--- src/rtl/cic_decim_iq.sv ---
// Dual-channel (I/Q) 4-stage CIC decimator with programmable ratio 1..128.
// Integrators run per input strobe, combs per decimated tick, output gain-compensated by 4*clog2(R).
module cic_decim_iq #(
    parameter int bitwidth = 16,
    parameter int stages   = 4,
    parameter int accwidth = 44
) (
    input  logic                clock,
    input  logic                reset,
    input  logic                enable,
    input  logic [7:0]          rate,
    input  logic                strobe_in,
    input  logic [bitwidth-1:0] i_in,
    input  logic [bitwidth-1:0] q_in,
    output logic                strobe_out,
    output logic [bitwidth-1:0] i_out,
    output logic [bitwidth-1:0] q_out
);
    // Strobe semantics: strobe_in qualifies i_in/q_in for exactly the cycle it is high;
    // strobe_out qualifies i_out/q_out for exactly one cycle. There is no backpressure.
    typedef logic signed [accwidth-1:0] acc_t;

    function automatic logic [2:0] clog2_rate(input logic [7:0] r);
        logic [2:0] v;
        v = 3'd0;
        for (int k = 0; k < 7; k++)
            if (r > (8'd1 << k)) v = 3'(k + 1);
        return v;
    endfunction

    logic [7:0] r_eff;
    logic [6:0] reload_cnt;
    logic [6:0] cnt;
    logic [6:0] cnt_cur;
    logic [2:0] frame_log;
    logic [2:0] log_cur;
    logic [2:0] samp_log;
    logic       primed;
    logic       dec_tick;
    logic       comb_tick;
    logic       strobe_reg;
    logic       run;

    always_comb begin
        if (rate <= 8'd1)        r_eff = 8'd1;
        else if (rate > 8'd128)  r_eff = 8'd128;
        else                     r_eff = rate;
    end

    // Until the first enabled cycle after reset the counter has not been loaded,
    // so the current rate supplies both the count and the frame's shift.
    assign reload_cnt = 7'(r_eff - 8'd1);
    assign cnt_cur    = primed ? cnt : reload_cnt;
    assign log_cur    = primed ? frame_log : clog2_rate(r_eff);
    assign run        = enable & strobe_in;
    assign dec_tick   = run & (cnt_cur == 7'd0);
    assign strobe_out = strobe_reg & enable;

    always_ff @(posedge clock or negedge reset) begin
        if (!reset) begin
            primed     <= 1'b0;
            cnt        <= '0;
            frame_log  <= '0;
            samp_log   <= '0;
            comb_tick  <= 1'b0;
            strobe_reg <= 1'b0;
        end else begin
            comb_tick  <= dec_tick;
            strobe_reg <= enable & comb_tick;
            if (enable) begin
                primed <= 1'b1;
                if (strobe_in && cnt_cur == 7'd0) begin
                    cnt       <= reload_cnt;
                    frame_log <= clog2_rate(r_eff);
                    samp_log  <= log_cur;
                end else if (strobe_in) begin
                    cnt       <= cnt_cur - 7'd1;
                    frame_log <= log_cur;
                end else begin
                    cnt       <= cnt_cur;
                    frame_log <= log_cur;
                end
            end
        end
    end

    acc_t                x_ext    [2];
    acc_t                integ    [2][stages];
    acc_t                samp     [2];
    acc_t                c        [2][stages-1];
    acc_t                d        [2][stages];
    acc_t                comb_res [2];
    logic [bitwidth-1:0] out_val  [2];

    // Last comb stage is combinational into the output register, keeping strobe_out
    // two clocks after the decimating input.
    always_comb begin
        x_ext[0] = acc_t'($signed(i_in));
        x_ext[1] = acc_t'($signed(q_in));
        for (int ch = 0; ch < 2; ch++) begin
            comb_res[ch] = c[ch][stages-2] - d[ch][stages-1];
            out_val[ch]  = '0;
            for (int k = 0; k < 8; k++)
                if (samp_log == 3'(k)) out_val[ch] = comb_res[ch][stages*k +: bitwidth];
        end
    end

    always_ff @(posedge clock or negedge reset) begin
        if (!reset) begin
            for (int ch = 0; ch < 2; ch++) begin
                samp[ch] <= '0;
                for (int k = 0; k < stages; k++) begin
                    integ[ch][k] <= '0;
                    d[ch][k]     <= '0;
                end
                for (int k = 0; k < stages - 1; k++) c[ch][k] <= '0;
            end
            i_out <= '0;
            q_out <= '0;
        end else begin
            for (int ch = 0; ch < 2; ch++) begin
                if (run) begin
                    integ[ch][0] <= integ[ch][0] + x_ext[ch];
                    for (int k = 1; k < stages; k++) integ[ch][k] <= integ[ch][k] + integ[ch][k-1];
                end
                if (dec_tick) samp[ch] <= integ[ch][stages-1];
                if (enable && comb_tick) begin
                    c[ch][0] <= samp[ch] - d[ch][0];
                    d[ch][0] <= samp[ch];
                    for (int k = 1; k < stages - 1; k++) begin
                        c[ch][k] <= c[ch][k-1] - d[ch][k];
                        d[ch][k] <= c[ch][k-1];
                    end
                    d[ch][stages-1] <= c[ch][stages-2];
                end
            end
            if (enable && comb_tick) begin
                i_out <= out_val[0];
                q_out <= out_val[1];
            end
        end
    end
endmodule
--- config.mk ---
export PLATFORM = sky130hd
export DESIGN_NAME = cic_decim_iq
export DESIGN_NICKNAME = d
export VERILOG_FILES = /design/src/rtl/cic_decim_iq.sv
export SDC_FILE = /design/constraint.sdc
export NUM_CORES = 2
export LEC_CHECK = 0
export CORE_UTILIZATION = 45
export CTS_CLUSTER_SIZE = 14
export DETAILED_ROUTE_END_ITERATION = 7
export HOLD_SLACK_MARGIN = 0.05
export PLACE_DENSITY = 0.61
export SYNTH_ARGS = -nofsm -noshare
export SYNTH_HDL_FRONTEND = slang
export SYNTH_SLANG_ARGS = --single-unit
export TNS_END_PERCENT = 30
--- constraint.sdc ---
create_clock -name clock -period 3.1 [get_ports clock]
set_input_delay 0.62 -clock clock [delete_from_list [all_inputs] [get_ports clock]]
set_output_delay 0.62 -clock clock [all_outputs]
set_load 0.01 [all_outputs]
==> flow_summary.yaml <==
finish:
  layout-drive-gt1-share_pct: 23.3
  final_cell_mix: "1617 x nand2_1, 1529 x buf_4, 1095 x dfrtp_1, 1048 x o21ai_0, 634 x ha_1"
  layout_commonest_cell: "nand2_1"
  n_antenna_cell: 0
  final_util_pct: 59.1
  final_cells: 13000
  top_regs: "d (352), integ (352), c (264)"
  syn2layout_area_growth_pct: 30.3
  fin_nets: 11400
routing:
  vias_per_cell: 5.23
  drtAntennaViolNets: 0
  finalWirelength_mm: 192
  drc: 0
  avgRoutedWirePerCell_um: 14.8
  num_vias: 67800
  first_pass_iters: 5
  drt_iter0_markers: 3629
floorplanning:
  num_io_pins: 77
  core_area_um2: 169000
  fp-row-count: 151
  die_width_um: 415
  start_util_pct: 45.3
  die_h_um: 415
  die_area_um2: 172000
global_route:
  grt_start_max_net_pins: 104
  track_usage_pct: 21.7
  grt-ovfl-total: 0
  antenna_found_initial: 0
  grt_pass1_wl_mm: 322
  first_global_vias: 66000
yosys:
  netlist_instances: 9133
  ys.flop_type: "dfrtp_1"
  netlist_area_um2: 76800
  yosysTopAreaCell: "dfrtp_1"
  ys_top_cells_by_area: "dfrtp_1 36%, ha_1 11%, nand2_1 7.9%"
  synth-async-reset-ratio_pct: 100
  ys_seq_area_share_pct: 36.0
  synth_area_per_cell_um2: 8.41
  synth_top_area_share_pct: 36.0
  synth-seq-cells: 1104
  yosysWarnings: 0
  synthDistinctLibCells: 108
  synth_nets: 9887
  synth-edff-count: 0
setup_path:
  startpoint_type: "register"
  cp-startpoint: "c[139]"
  path_buf_inv: 3
  cp_slowest_cell: "dfrtp_1"
  worst-path-max-fanout: 4
  max_stage_delay_ns: 0.40
  cp_top_family: "compound AO/OA/AOI/OAI gates"
  cp_cell_sequence: "ha_1 -> and3_1 -> a31oi_2 -> nand3_1 -> o31ai_4 -> buf_4 -> buf_6 -> o211ai_1 -> a21oi_2 -> xor2_1 -> a222oi_1 -> buf_4 -> o211ai_1 -> a221oi_1 -> a221o_1"
  ff2ff_setup_slack_ns: -0.42
  cp-end-kind: "register"
  worst-setup-path-type: "reg2reg"
  rr_startpoint: "c[139]"
  crit_required_ns: 3.73
  critPathArrivalTime_ns: 4.15
sta:
  timing.final.ws_setup_ns: -0.422
  worst_slew_pin_slew_ns: 1.07
  rsz0062_at_grt: "true"
  hold_violations: 0
  fmax_ghz: 0.284
  setup_viol: 114
  min_period_ns: 3.52
  slew_headroom_pct: 28.4
  slew_viol_final: 0
  skew_ns: 0.0266
  period_share_pct: 114
clock_network:
  tritoncts: "yes"
  clock_latency_ns: 0.76
  clock-sinks: 1104
  clock_path_buffers: 3
  htreeDepth: 4
  cts-buffers-inserted: 132
  path_clk_slew_ns: 0.06
  root_buffer: "clkbuf_16"
power:
  p_seq_share_pct: 23.9
  p_sw_share_pct: 40.7
  cell_internal_pwr_uw: 57300
  combPwrFrac_pct: 59.9
  clockPowerShare_pct: 16.1
  p_leak_uw: 0.0506
  peakVddDrop_uv: 487
  p_sw_uw: 39300
  power.total_uw: 96600
  powerDensity_nw_per_um2: 964
run:
  drv_cap: 0
place:
  hpwl_mm: 142
  portBuffers: 76
  dp_cells: 12600
  place_congestion: 0.904
run_status:
  status: "finished with violations"
  violations: "setup timing"
hold_path:
  min_path_type: "in2async"
==> final cells by class <==
| cell class | count | area, um^2 |
|---|---|---|
| Timing Repair Buffer | 1702 | 13800 |
| Tap cell | 2218 | 2780 |
| Fill cell | 14900 | 69300 |
| Inverter | 537 | 2040 |
| Multi-Input combinational cell | 7161 | 49500 |
| Clock inverter | 56 | 626 |
| Sequential cell | 1104 | 27600 |
| Clock buffer | 181 | 3760 |
==> routing by layer <==
metal	share of wire [%]	track usage, %	up-vias
met5	0	0	-
met2	45	34.8	926
met4	2.4	6.04	0
met3	2.7	2.32	305
met1	50	30.9	31100
li1	-	-	35400
==> cells by family (layout without fill, tap and decap cells) <==
kind of cell	count (synthesis)	count (layout)	synth area share (%)
simple gates	2765	2765	15.8
compound gates	3062	3062	25.0
flops	1104	1104	36.0
xor+xnor	576	576	6.58
buf+inv	868	2476	4.27
mux	48	48	0.697
fa+ha+maj	710	710	11.7
==> worst paths after layout <==
path	depth (start not counted)	end
min in group clock	2	frame_log[1]
worst max register to register	15	i_out[14]
worst max-delay path	15	i_out[14]
max in group asynchronous	4	integ[310]
worst min register to register	2	frame_log[1]
worst min-delay path	2	c[13]
==> per-stage QoR <==
step	setup TNS, ns	hold WS, ns	setup slack (ns)	instance area, um^2
after floorplan	-19.78	0.324	-0.256	77000
after global placement	-151.14	0.459	-0.906	91000
after detailed placement	-170.01	0.468	-1.03	91000
after CTS	-17.31	0.387	-0.416	98400
after global routing	-39.41	0.461	-0.610	100000
final	-12.32	0.454	-0.422	100000
==> cells in the mapped netlist (17+ instances only) <==
cell / instances
nand3_1: 133
o21ai_1: 29
a211oi_1: 86
a31o_2: 21
o21ai_0: 1178
a221oi_1: 21
ha_1: 694
nor2b_1: 81
mux2i_1: 22
o21bai_1: 83
and2_1: 29
a21o_1: 395
nor2_1: 358
nor3_1: 114
o21a_1: 111
a2111oi_0: 19
o211a_1: 17
nand2_1: 1626
and3_1: 77
o211ai_1: 48
a31oi_1: 53
or2_2: 29
o31a_1: 17
dfrtp_1: 1104
clkbuf_1: 310
nand4_1: 55
a211o_1: 46
xor2_1: 273
a21oi_1: 608
nand2b_1: 133
xnor2_1: 302
nor4_1: 19
o31ai_1: 72
mux2_2: 23
o22ai_1: 20
or3_1: 43
a21boi_0: 19
inv_1: 535
==> power by group through the flow <==
stage,Clock [uW],Sequential [uW],Combinational (uW)
6_report,15600,23100,57900
5_1_grt,16600,23800,64300
4_1_cts,16000,23100,55900
3_5_place_dp,0,23300,52500
3_3_place_gp,0,23100,51500
2_1_floorplan,0,22100,33700
==> what timing repair did <==
action | CTS | global route
pin swaps | 316 | 254
setup endpoints to repair | 290 | 350
gates cloned | 0 | 2
setup buffers | 97 | 59
hold buffers | 1 | 0
gates resized for setup | 526 | 298
endpoints found under the hold margin | 40 | 0
No activity file was read; power rests on OpenSTA's default activity.
